<file path="src/rtl/fp_adder_multi_compare_stage.sv">
// fp_adder_multi_compare_stage
// Two-stage valid/ready exponent compare stage for LANES floating-point adder
// lanes. S1 registers operand A (accumulator or bias, chosen per transaction)
// and operand B. S2 compares the exponents and registers the larger exponent,
// the exponent-difference magnitude and the swapped mantissas.
// Optional feature macro: FP_CMP_DIFF_SAT_EN. When it is defined,
// exponent_diff is clamped to MANTISA_WIDTH.
module fp_adder_multi_compare_stage #(
    parameter int LANES          = 2,
    parameter int EXPONENT_WIDTH = 8,
    parameter int MANTISA_WIDTH  = 24
) (
    input  logic                                  clk,
    input  logic                                  rst,
    input  logic                                  in_valid,
    output logic                                  in_ready,
    input  logic                                  bias_mode,
    input  logic [LANES*EXPONENT_WIDTH-1:0]       exponent_acc,
    input  logic [LANES*EXPONENT_WIDTH-1:0]       exponent_bias,
    input  logic [LANES*EXPONENT_WIDTH-1:0]       exponent_b,
    input  logic [LANES*MANTISA_WIDTH-1:0]        mantissa_acc,
    input  logic [LANES*MANTISA_WIDTH-1:0]        mantissa_bias,
    input  logic [LANES*MANTISA_WIDTH-1:0]        mantissa_b,
    output logic                                  out_valid,
    input  logic                                  out_ready,
    output logic [LANES*(EXPONENT_WIDTH+1)-1:0]   exponent_diff,
    output logic [LANES*EXPONENT_WIDTH-1:0]       exponent_big,
    output logic [LANES*MANTISA_WIDTH-1:0]        mantissa_big,
    output logic [LANES*MANTISA_WIDTH-1:0]        mantissa_small,
    output logic [LANES-1:0]                      a_is_big
);

    localparam int EW = EXPONENT_WIDTH;
    localparam int MW = MANTISA_WIDTH;
    localparam int DW = EXPONENT_WIDTH + 1;

    // S1 (select) registers
    logic                r_s1_valid;
    logic [LANES*EW-1:0] r_s1_exp_a;
    logic [LANES*EW-1:0] r_s1_exp_b;
    logic [LANES*MW-1:0] r_s1_man_a;
    logic [LANES*MW-1:0] r_s1_man_b;

    // S2 (compare) output registers
    logic                r_out_valid;
    logic [LANES*DW-1:0] r_exponent_diff;
    logic [LANES*EW-1:0] r_exponent_big;
    logic [LANES*MW-1:0] r_mantissa_big;
    logic [LANES*MW-1:0] r_mantissa_small;
    logic [LANES-1:0]    r_a_is_big;

    // Combinational compare results feeding the output registers
    logic                w_s2_adv;
    logic                w_accept;
    logic [LANES*DW-1:0] w_diff;
    logic [LANES*EW-1:0] w_exp_big;
    logic [LANES*MW-1:0] w_man_big;
    logic [LANES*MW-1:0] w_man_small;
    logic [LANES-1:0]    w_a_big;

    // S1 moves forward whenever the output register is empty or being drained.
    assign w_s2_adv = r_s1_valid & (~r_out_valid | out_ready);
    // Handshakes are masked during rst so nothing is exchanged in that cycle.
    assign in_ready = ~rst & (~r_s1_valid | w_s2_adv);
    assign w_accept = in_valid & in_ready;

    // Per-lane exponent compare and operand swap.
    for (genvar gi = 0; gi < LANES; gi++) begin : g_lane
        logic signed [DW-1:0] w_ext_a;
        logic signed [DW-1:0] w_ext_b;
        logic signed [DW-1:0] w_d;
        logic [DW-1:0]        w_mag;

        // One extra bit keeps the full -(2^EW-1)..(2^EW-1) difference exact.
        assign w_ext_a = {r_s1_exp_a[gi*EW+EW-1], r_s1_exp_a[gi*EW +: EW]};
        assign w_ext_b = {r_s1_exp_b[gi*EW+EW-1], r_s1_exp_b[gi*EW +: EW]};
        assign w_d     = w_ext_b - w_ext_a;

        // A wins only on a strictly larger exponent; ties pick B as big.
        assign w_a_big[gi] = w_d[DW-1];
        assign w_mag       = w_a_big[gi] ? DW'(w_ext_a - w_ext_b) : DW'(w_d);

`ifdef FP_CMP_DIFF_SAT_EN
        // Shifts past the mantissa width are all equivalent for the aligner.
        assign w_diff[gi*DW +: DW] = (32'(w_mag) > MW) ? DW'(MW) : w_mag;
`else
        assign w_diff[gi*DW +: DW] = w_mag;
`endif

        assign w_exp_big[gi*EW +: EW]   = w_a_big[gi] ? r_s1_exp_a[gi*EW +: EW]
                                                      : r_s1_exp_b[gi*EW +: EW];
        assign w_man_big[gi*MW +: MW]   = w_a_big[gi] ? r_s1_man_a[gi*MW +: MW]
                                                      : r_s1_man_b[gi*MW +: MW];
        assign w_man_small[gi*MW +: MW] = w_a_big[gi] ? r_s1_man_b[gi*MW +: MW]
                                                      : r_s1_man_a[gi*MW +: MW];
    end

    // S1 occupancy: set on accept, cleared when its content moves to S2.
    always_ff @(posedge clk) begin
        // NOTE: sequential state uses non-blocking assignments so every
        // register samples pre-edge values regardless of block ordering.
        if (rst) begin
            r_s1_valid <= 1'b0;
        end else if (w_accept) begin
            r_s1_valid <= 1'b1;
        end else if (w_s2_adv) begin
            r_s1_valid <= 1'b0;
        end
    end

    // S1 payload: operand A is picked once here, by the beat's own bias_mode.
    always_ff @(posedge clk) begin
        // NOTE: the payload is not reset; r_s1_valid qualifies it, and the
        // output registers that are visible do reset to zero.
        if (w_accept) begin
            r_s1_exp_a <= bias_mode ? exponent_bias : exponent_acc;
            r_s1_man_a <= bias_mode ? mantissa_bias : mantissa_acc;
            r_s1_exp_b <= exponent_b;
            r_s1_man_b <= mantissa_b;
        end
    end

    // S2 output registers: load on advance, hold while stalled, drain on ready.
    always_ff @(posedge clk) begin
        if (rst) begin
            r_out_valid      <= 1'b0;
            r_exponent_diff  <= '0;
            r_exponent_big   <= '0;
            r_mantissa_big   <= '0;
            r_mantissa_small <= '0;
            r_a_is_big       <= '0;
        end else if (w_s2_adv) begin
            r_out_valid      <= 1'b1;
            r_exponent_diff  <= w_diff;
            r_exponent_big   <= w_exp_big;
            r_mantissa_big   <= w_man_big;
            r_mantissa_small <= w_man_small;
            r_a_is_big       <= w_a_big;
        end else if (out_ready) begin
            r_out_valid      <= 1'b0;
        end
    end

    assign out_valid      = r_out_valid & ~rst;
    assign exponent_diff  = r_exponent_diff;
    assign exponent_big   = r_exponent_big;
    assign mantissa_big   = r_mantissa_big;
    assign mantissa_small = r_mantissa_small;
    assign a_is_big       = r_a_is_big;

endmodule

</file>
<file path="config.mk">
export PLATFORM = sky130hd
export DESIGN_NAME = fp_adder_multi_compare_stage
export DESIGN_NICKNAME = d
export VERILOG_FILES = /design/src/rtl/fp_adder_multi_compare_stage.sv
export SDC_FILE = /design/constraint.sdc
export NUM_CORES = 1
export LEC_CHECK = 0
export BUFFER_PORTS_ARGS = -buffer_cell sky130_fd_sc_hd__clkbuf_2
export CAP_MARGIN = 20
export CORE_UTILIZATION = 40
export CTS_CLUSTER_SIZE = 10
export DETAILED_ROUTE_END_ITERATION = 8
export GPL_ROUTABILITY_DRIVEN = 0
export PLACE_DENSITY_LB_ADDON = 0.15
export SYNTH_ARGS = -nofsm -noshare
export SYNTH_HDL_FRONTEND = slang
export SYNTH_SLANG_ARGS = --single-unit
</file>
<file path="constraint.sdc">
create_clock -name clk -period 7 [get_ports clk]
set_clock_uncertainty 0.1 [all_clocks]
set_input_delay 1.4 -clock clk [delete_from_list [all_inputs] [get_ports clk]]
set_output_delay 1.4 -clock clk [all_outputs]
set_load 0.02 [all_outputs]
</file>
==> results of run 1 <==
==> metrics by stage <==
| step | hold WS, ns | setup WS, ns | cell area (µm²) | utilization, % |
|---|---|---|---|---|
| 2_1_floorplan | 0.396 | 1.23 | 11900 | - |
| 3_3_place_gp | 0.343 | 3.22 | 13700 | 47.4 |
| 3_5_place_dp | 0.349 | 3.21 | 13700 | 47.4 |
| 4_1_cts | 0.358 | 3.24 | 14600 | 50.5 |
| 5_1_grt | 0.391 | 3.15 | 14600 | 50.5 |
| 6_report | 0.354 | 3.27 | 14600 | 50.5 |
==> per-layer routing <==
metal  vias up  global-route usage (%)  wire (µm)
met3        53                    4.79       1860
met1      4158                    23.7      12400
li1       4555                       -          -
met2       249                    32.1      14000
met4         0                    6.83        965
met5         -                       0          0
==> cell type report <==
cell class              count  share of cell area (%)
diodes                      1                  0.0171
clock buffers              54                    5.89
clock inverters             1                   0.205
inverters                  42                    1.08
multi-input cells         713                    33.1
flip-flops and latches    262                    44.6
well taps                 384                    3.29
repair buffers            339                    11.8
==> worst reg2reg max path: stages (launching register included) <==
cell and delay (ns):
edfxtp_1 0.41, ha_1 0.43, or3b_1 0.49, o31ai_4 0.42
buf_4 0.82, nand2b_1 0.18, a31o_1 0.25, a32o_1 0.25
==> registers in the layout (all words and copies together) (netlist names) <==
name and cells:
mantissa_big 48, mantissa_small 48, r_s1_valid 1, r_s1_exp_a 16, r_s1_exp_b 16, a_is_big 2
exponent_big 16, r_s1_man_b 48, r_s1_man_a 48, exponent_diff 18, r_out_valid 1
==> worst min-delay path by stage <==
stage	start	to	slack, ns	depth (start not counted)
floorplan	r_s1_valid$_SDFFE_PP0P_	r_out_valid$_SDFFE_PP0P_	0.40	2
global placement	exponent_diff[1]$_SDFFE_PP0P_	exponent_diff[1]$_SDFFE_PP0P_	0.34	2
detailed placement	exponent_diff[1]$_SDFFE_PP0P_	exponent_diff[1]$_SDFFE_PP0P_	0.35	2
CTS	exponent_diff[1]$_SDFFE_PP0P_	exponent_diff[1]$_SDFFE_PP0P_	0.36	2
global route	exponent_diff[1]$_SDFFE_PP0P_	exponent_diff[1]$_SDFFE_PP0P_	0.39	2
finish	exponent_diff[1]$_SDFFE_PP0P_	exponent_diff[1]$_SDFFE_PP0P_	0.35	2
==> power groups by stage <==
stage / Sequential [mW] / Combinational, mW / Clock [mW]
finish: 1.76 / 0.589 / 1.42
floorplan: 1.86 / 0.336 / 0
global route: 1.77 / 0.654 / 1.53
global placement: 1.79 / 0.589 / 0
detailed placement: 1.80 / 0.597 / 0
CTS: 1.76 / 0.599 / 1.46
==> Yosys cell counts, drive strengths merged, types with 6 or more instances <==
library cell	n
mux2i	55
a21o	11
dfxtp	134
edfxtp	128
nand2	133
a311oi	59
o21ai	17
o21a	6
nand2b	8
buf	12
clkbuf	63
ha	32
inv	42
nor3	8
nor2	153
mux2	64
nor2b	8
a21oi	24
a211oi	67
==> cells by family (layout without fill, tap and decap cells) <==
family / Yosys count / after routing
buffers and inverters: 117 / 436
AO/OA/AOI/OAI: 219 / 219
AND/OR/NAND/NOR: 336 / 336
flip-flops: 262 / 262
multiplexers: 119 / 119
XOR/XNOR: 3 / 3
other: 0 / 1
adder cells (fa/ha/maj): 36 / 36
==> impl_metrics.yaml, run 1 <==
logic_synthesis:
  synth_area_leader_cell: "edfxtp_1"
  synth.distinct_cells: 56
  synthXorXnorAreaFrac_pct: 0.222
  postSynth.asyncResetShare_pct: 0
  synthFlopType: "dfxtp_1"
  avgSynthCellArea_um2: 10.9
  synth-seq-area-share_pct: 55.0
  synth_compound_area_share_pct: 14.0
  synth_top_family_by_area: "compound AO/OA/AOI/OAI gates"
  yosys.area_share.adder_pct: 4.05
  muxShareOfSynthArea_pct: 10.7
  synth_edf_count: 128
  yosysWarnings: 0
  synth_cells: 1092
  syn-num-nets: 1325
  syn_area_um2: 11900
  synth_top_cell_area_share_pct: 32.4
  ys_seq_elements: 262
  synthSimpleGateAreaFrac_pct: 11.7
  synthTopCellsByArea: "edfxtp_1, dfxtp_1, mux2_2"
cts:
  cts-resized-gates: 0
  clk_latency_ns: 0.57
  root_buffer: "clkbuf_16"
  cts.reportedPaths.clkPinSlew_ns: 0.05
  cts_hold_buffers: 0
  clockBufferDepth: 3
  clock-sinks: 262
  postCtsSetupBuffers: 0
  cts_tree: "done"
  numCtsBuffers: 30
  htreeDepth: 1
pwr:
  p_per_area_nw_per_um2: 258
  p_clk_share_pct: 37.7
  p_int_mw: 2.77
  p_leak_nw: 6.18
  sw_frac_of_total_pct: 26.6
  comb_power_share_pct: 15.6
  ir_worst_vdd_mv: 0.187
  pwr-share-seq_pct: 46.7
  p_switching_mw: 1.01
  finalPower_mw: 3.77
global_routing:
  grt_overflow_total: 0
  grtUsageTotal_pct: 19.1
  grt_pass1_vias: 8672
  grt_max_degree: 91
  antenna_found_initial: 1
  grt_pass1_wl_um: 46200
worst_setup_path:
  cp-endpoint: "in_ready"
  cp.required_ns: 5.50
  reg2reg_depth: 7
  endpoint_kind: "output port"
  critPathBufInv: 2
  worstSetupPathType: "in2out"
  crit_chain: "buf_4, a21oi_1, clkbuf_2"
  reg2reg_from: "r_s1_exp_b[15]$_DFFE_PP_"
  crit_family: "buffers and inverters"
  r2r_setup_slack_ns: 3.55
  crit_path_start_kind: "primary input"
  r2r-end: "exponent_diff[14]$_SDFFE_PP0P_"
  critPathMaxFanout: 58
  cp-startpoint: "rst"
  critPathMaxStageDelay_ns: 0.50
  cp_slowest_cell: "buf_4"
  crit_arrival_ns: 2.23
  cp.depth: 3
detailed_routing:
  totalWireLength_um: 29200
  wl_per_cell_um: 16.3
  dr.pass1.iters: 5
  first_iter_violations: 545
  ant_nets: 0
  drc: 0
  viasPerCell: 5.02
  vias: 9015
floorplan:
  start_util_pct: 41.0
  core_area_um2: 28900
  fp-row-count: 62
  dieArea_um2: 30300
  die_w_um: 174
  ioPinCount: 331
  dieHeight_um: 174
sta:
  worst_slew_pin_slew_ns: 0.987
  max_slew_margin_pct: 34.2
  layout_min_cycle_time_ns: 3.73
  setup_viol: 0
  final-hold-violation-count: 0
  timing.setup.tns_ns: 0
  slew_violations: 0
  rsz0062_at_grt: "false"
  finalCritPeriodShare_pct: 53.3
  timing.fmax_mhz: 268
layout:
  fin_cells: 1796
  syn_to_final_growth_pct: 23.3
  mostFrequentLayoutCell: "clkbuf_2"
  nets: 1621
  layout-drive-gt1-share_pct: 31.4
  fillerInstances: 2668
  regArea_um2: 6530
  final_cell_mix: "clkbuf_2, nor2_1, dfxtp_1"
  multi_input_area_um2: 4840
run:
  maxCapViolCount: 0
place:
  port_buffers: 330
  dp_cells: 1740
  dp_hpwl_um: 20400
run_status:
  outcome: "completed"
min_path:
  hp-class: "reg2reg"
Power figures use the tool's default switching activity.
==> run 2, diff against run 1 <==
- clock period: 7 -> 3.7 ns (I/O delays scaled with it)
==> run 2 against run 1 <==
Compared with the run above: sequential power is 89% higher; first-iteration DRC count is 6.1% higher; sequential share of layout area is 0.51 points lower; die area stayed put; final cell count is 0.33% higher; sequential cell count stayed put; count of clock-buffer cells in the layout is 2 higher; global-route usage is 0.39 points higher; non-clock buffer count is 4 higher; via count is 1.4% higher; setup slack worse by 2.6 ns; combinational power is 94% higher; highest routed layer unchanged.
==> impl_metrics.yaml, run 2 (synthesis results as in run 1) <==
place:
  port_buffers: 330
  dp_slack_ns: 0.672
  dp_hpwl_um: 20700
  placed_area_um2: 13800
worst_setup_path:
  worstSetupPathType: "reg2reg"
  critPathMaxFanout: 27
  crit_arrival_ns: 3.32
  cp.required_ns: 4.01
  crit_chain: "ha_1, or3b_1, o31ai_4, buf_12, mux2i_1, a211oi_1"
  crit_path_start_kind: "register"
  crit_family: "compound AO/OA/AOI/OAI gates"
  cp_slowest_cell: "o31ai_4"
  critPathBufInv: 1
  endpoint_kind: "register"
  critPathMaxStageDelay_ns: 0.75
layout:
  post-route-cell-area_um2: 14800
  layout-drive-gt1-share_pct: 31.9
  final_cell_mix: "clkbuf_2, nor2_1, dfxtp_1"
  nets: 1626
  post-route-util_pct: 51.1
  syn_to_final_growth_pct: 24.7
  mostFrequentLayoutCell: "clkbuf_2"
  num_antenna_cells: 0
sta:
  max_slew_margin_pct: 41.3
  rsz0062_at_grt: "false"
  layout_setup_ws_ns: 0.691
  slew_violations: 0
  finalCritPeriodShare_pct: 81.3
  layout_min_cycle_time_ns: 3.01
  timing.setup.tns_ns: 0
  worst_slew_pin_slew_ns: 0.881
  setup_viol: 0
  final-hold-violation-count: 0
  timing.hold.ws_ns: 0.244
  timing.fmax_mhz: 332
detailed_routing:
  vias: 9144
  wl_met1_um: 12500
  wl_met2_um: 14800
  totalWireLength_um: 29900
  viasPerCell: 5.07
  dr.pass1.iters: 4
  ant_nets: 0
  top_layer_used: "met4"
  route.met3.wl_um: 1960
  wl_per_cell_um: 16.6
  drc: 0
  first_iter_violations: 578
global_routing:
  grt_pass1_wl_um: 47200
  grtUsageTotal_pct: 19.5
  grt_pass1_vias: 8788
  grt_overflow_total: 0
  grt_max_degree: 108
  antenna_found_initial: 1
cts:
  clk_latency_ns: 0.57
  root_buffer: "clkbuf_16"
  cts-resized-gates: 0
  clockBufferDepth: 3
  numCtsBuffers: 31
  cts_hold_buffers: 0
  postCtsSetupBuffers: 0
  cts_tree: "done"
  cts.reportedPaths.clkPinSlew_ns: 0.06
  clock-sinks: 262
  htreeDepth: 1
floorplan:
  start_util_pct: 41.0
  dieArea_um2: 30300
  core_area_um2: 28900
  dieHeight_um: 174
  ioPinCount: 331
  die_w_um: 174
  fp-row-count: 62
pwr:
  comb_power_share_pct: 15.7
  ir_worst_vdd_mv: 0.371
  p_leak_nw: 6.26
  pwr-share-seq_pct: 45.7
  p_clk_share_pct: 38.7
  p_per_area_nw_per_um2: 494
  p_switching_mw: 1.94
  p_int_mw: 5.36
  sw_frac_of_total_pct: 26.6
run:
  maxCapViolCount: 0
min_path:
  hp-class: "in2reg"
run_status:
  outcome: "completed"
run 2: cell count changes in the layout (fill, tap and decap cells not counted), sizes merged:
cell / delta
clkbuf: +2
buf: +4
diode: -1
inv: +1
run 2: final timing paths:
| check | start | end | slack [ns] | cells after the start |
|---|---|---|---|---|
| setup / recovery | r_s1_exp_b[15]$_DFFE_PP_ | mantissa_small[34]$_SDFFE_PP0P_ | 0.69 | 6 |
| hold / removal | mantissa_b[15] | r_s1_man_b[15]$_DFFE_PP_ | 0.24 | 1 |
| setup reg to reg | r_s1_exp_b[15]$_DFFE_PP_ | mantissa_small[34]$_SDFFE_PP0P_ | 0.69 | 6 |
| hold reg to reg | exponent_diff[1]$_SDFFE_PP0P_ | exponent_diff[1]$_SDFFE_PP0P_ | 0.35 | 2 |
run 2: metal layers:
metal | vias to the layer above | GRT usage (%)
li1 | 4570 | -
met1 | 4280 | 24.1
met2 | 251 | 33.7
met3 | 43 | 4.94
met4 | 0 | 4.90
met5 | - | 0
run 2: final cells by class:
class | count | area (µm²)
fill | 2647 | 14100
sequential | 262 | 6530
multi-input combinational | 713 | 4840
timing repair buffer | 343 | 1840
clock buffer | 56 | 920
tap | 384 | 480
inverter | 42 | 158
clock inverter | 2 | 25.0
run 2: per-stage QoR:
stage / power, mW / std cells
CTS: 7.41 / 1802
floorplan: 4.15 / 1092
global placement: 4.53 / 1744
detailed placement: 4.55 / 1744
finish: 7.30 / 1802
global route: 7.64 / 1802
run 2: power by group through the flow:
stage          clock network (mW)  registers (mW)  logic, mW
3_5_place_dp                    0            3.39       1.16
2_1_floorplan                   0            3.51      0.636
4_1_cts                      2.92            3.34       1.16
3_3_place_gp                    0            3.39       1.14
5_1_grt                      3.03            3.35       1.26
6_report                     2.83            3.33       1.14
==> run 3, diff against run 2 <==
- clock period: 3.7 -> 2.75 ns (I/O delays scaled with it)
==> run 3 against run 2 <==
Compared with the run above: register-to-register slack got worse by 0.58 ns; critical path type unchanged; critical endpoint is now exponent_diff[14]$_SDFFE_PP0P_; setup slack got worse by 0.58 ns; final cell count increased by 1.9%; largest power group unchanged; wire length increased by 0.16%; via count increased by 0.68%; non-clock buffer count increased by 34.
==> impl_metrics.yaml, run 3 (synthesis results as in run 1) <==
cts:
  cts_tree: "done"
  numCtsBuffers: 31
  htreeDepth: 1
  cts_hold_buffers: 0
  clk_latency_ns: 0.56
  root_buffer: "clkbuf_16"
  cts.reportedPaths.clkPinSlew_ns: 0.06
  clock-sinks: 262
  clockBufferDepth: 3
worst_setup_path:
  cp_slowest_cell: "edfxtp_1"
  crit_chain: "ha_1, fa_1, nand2b_1, a21oi_2, o31ai_4, buf_4, o21bai_1, a31o_1, a32o_1"
  crit_path_start_kind: "register"
  endpoint_kind: "register"
  cp.required_ns: 3.10
  worstSetupPathType: "reg2reg"
  crit_arrival_ns: 2.98
  critPathMaxFanout: 6
  critPathMaxStageDelay_ns: 0.41
  reg2reg_depth: 9
sta:
  setup_viol: 0
  timing.setup.tns_ns: 0
  layout_min_cycle_time_ns: 2.64
  timing.fmax_mhz: 379
  finalCritPeriodShare_pct: 95.8
  rsz0062_at_grt: "true"
  timing.hold.ws_ns: 0.0634
  final-hold-violation-count: 0
  worst_slew_pin_slew_ns: 0.700
  max_slew_margin_pct: 53.4
  slew_violations: 0
layout:
  syn_to_final_growth_pct: 28.1
  fillerInstances: 2663
  layout-drive-gt1-share_pct: 34.5
  multi_input_area_um2: 4930
  regArea_um2: 6530
  final_cell_mix: "clkbuf_2, nor2_1, dfxtp_1"
  mostFrequentLayoutCell: "clkbuf_2"
  nets: 1660
floorplan:
  core_area_um2: 28900
  dieHeight_um: 174
  fp-row-count: 62
  die_w_um: 174
  start_util_pct: 41.0
  ioPinCount: 331
  dieArea_um2: 30300
place:
  dp_hpwl_um: 21300
  port_buffers: 330
global_routing:
  grt_pass1_wl_um: 46900
  grt_max_degree: 84
  grt_pass1_vias: 8825
  grt_overflow_total: 0
  antenna_found_initial: 2
  grtUsageTotal_pct: 19.3
run:
  maxCapViolCount: 0
pwr:
  ir_worst_vdd_mv: 0.455
  p_per_area_nw_per_um2: 653
  p_leak_nw: 6.46
detailed_routing:
  dr.pass1.iters: 7
  vias: 9206
  wl_per_cell_um: 16.3
  totalWireLength_um: 30000
  drc: 0
  viasPerCell: 5.01
  ant_nets: 0
  first_iter_violations: 403
min_path:
  whs_path_depth: 1
  hp-class: "in2reg"
run_status:
  outcome: "completed"
run 3: path summary, 6_finish.rpt:
check,start,endpoint,slack [ns]
setup / recovery,r_s1_exp_a[8]$_DFFE_PP_,exponent_diff[14]$_SDFFE_PP0P_,0.11
hold reg to reg,exponent_diff[1]$_SDFFE_PP0P_,exponent_diff[1]$_SDFFE_PP0P_,0.37
hold / removal,mantissa_b[33],r_s1_man_b[33]$_DFFE_PP_,0.06
setup reg to reg,r_s1_exp_a[8]$_DFFE_PP_,exponent_diff[14]$_SDFFE_PP0P_,0.11
run 3: per-stage QoR:
stage / setup WS, ns / instances / area [µm²] / util (%) / total power [mW]
after detailed placement: 0.0367 / 1770 / 14100 / 48.7 / 6.17
after floorplan: 0.0452 / 1092 / 11900 / - / 5.58
after global routing: -0.0305 / 1836 / 15200 / 52.5 / 10.4
after global placement: 0.128 / 1770 / 14100 / 48.7 / 6.15
after CTS: 0.0308 / 1828 / 15000 / 51.9 / 10.0
final: 0.115 / 1837 / 15200 / 52.5 / 9.92
run 3: cell type report:
cell class | count | share of cell area [%]
clock buffer | 54 | 5.81
sequential | 262 | 43.0
timing repair buffer | 377 | 14.2
tap | 384 | 3.16
multi-input combinational | 713 | 32.4
inverter | 42 | 1.04
clock inverter | 4 | 0.395
antenna | 1 | 0.0165
run 3: what timing repair did:
| item | CTS | global route |
|---|---|---|
| resized for setup | 0 | 16 |
| setup endpoints to repair | 0 | 100 |
| buffers inserted | 0 | 7 |
run 3: critical path, delay by kind of cell (launching register included):
kind            cells  cell delay [ns]
buf+inv             1             0.16
compound gates      5             1.00
flops               1             0.41
simple gates        1             0.20
fa+ha+maj           2             0.64
run 3: where the power goes:
part / internal (mW) / total (mW) / switching [mW]
registers: 4.36 / 4.49 / 0.131
logic: 0.690 / 1.64 / 0.951
clock network: 2.25 / 3.79 / 1.54
total: 7.30 / 9.92 / 2.62
run 3: per-layer routing:
layer	up-vias	global-route usage, %	wire length (µm)
met1	4254	24.7	12800
met2	275	32.8	14600
met3	42	4.79	1990
met5	-	0	0
met4	0	4.68	624
li1	4635	-	-
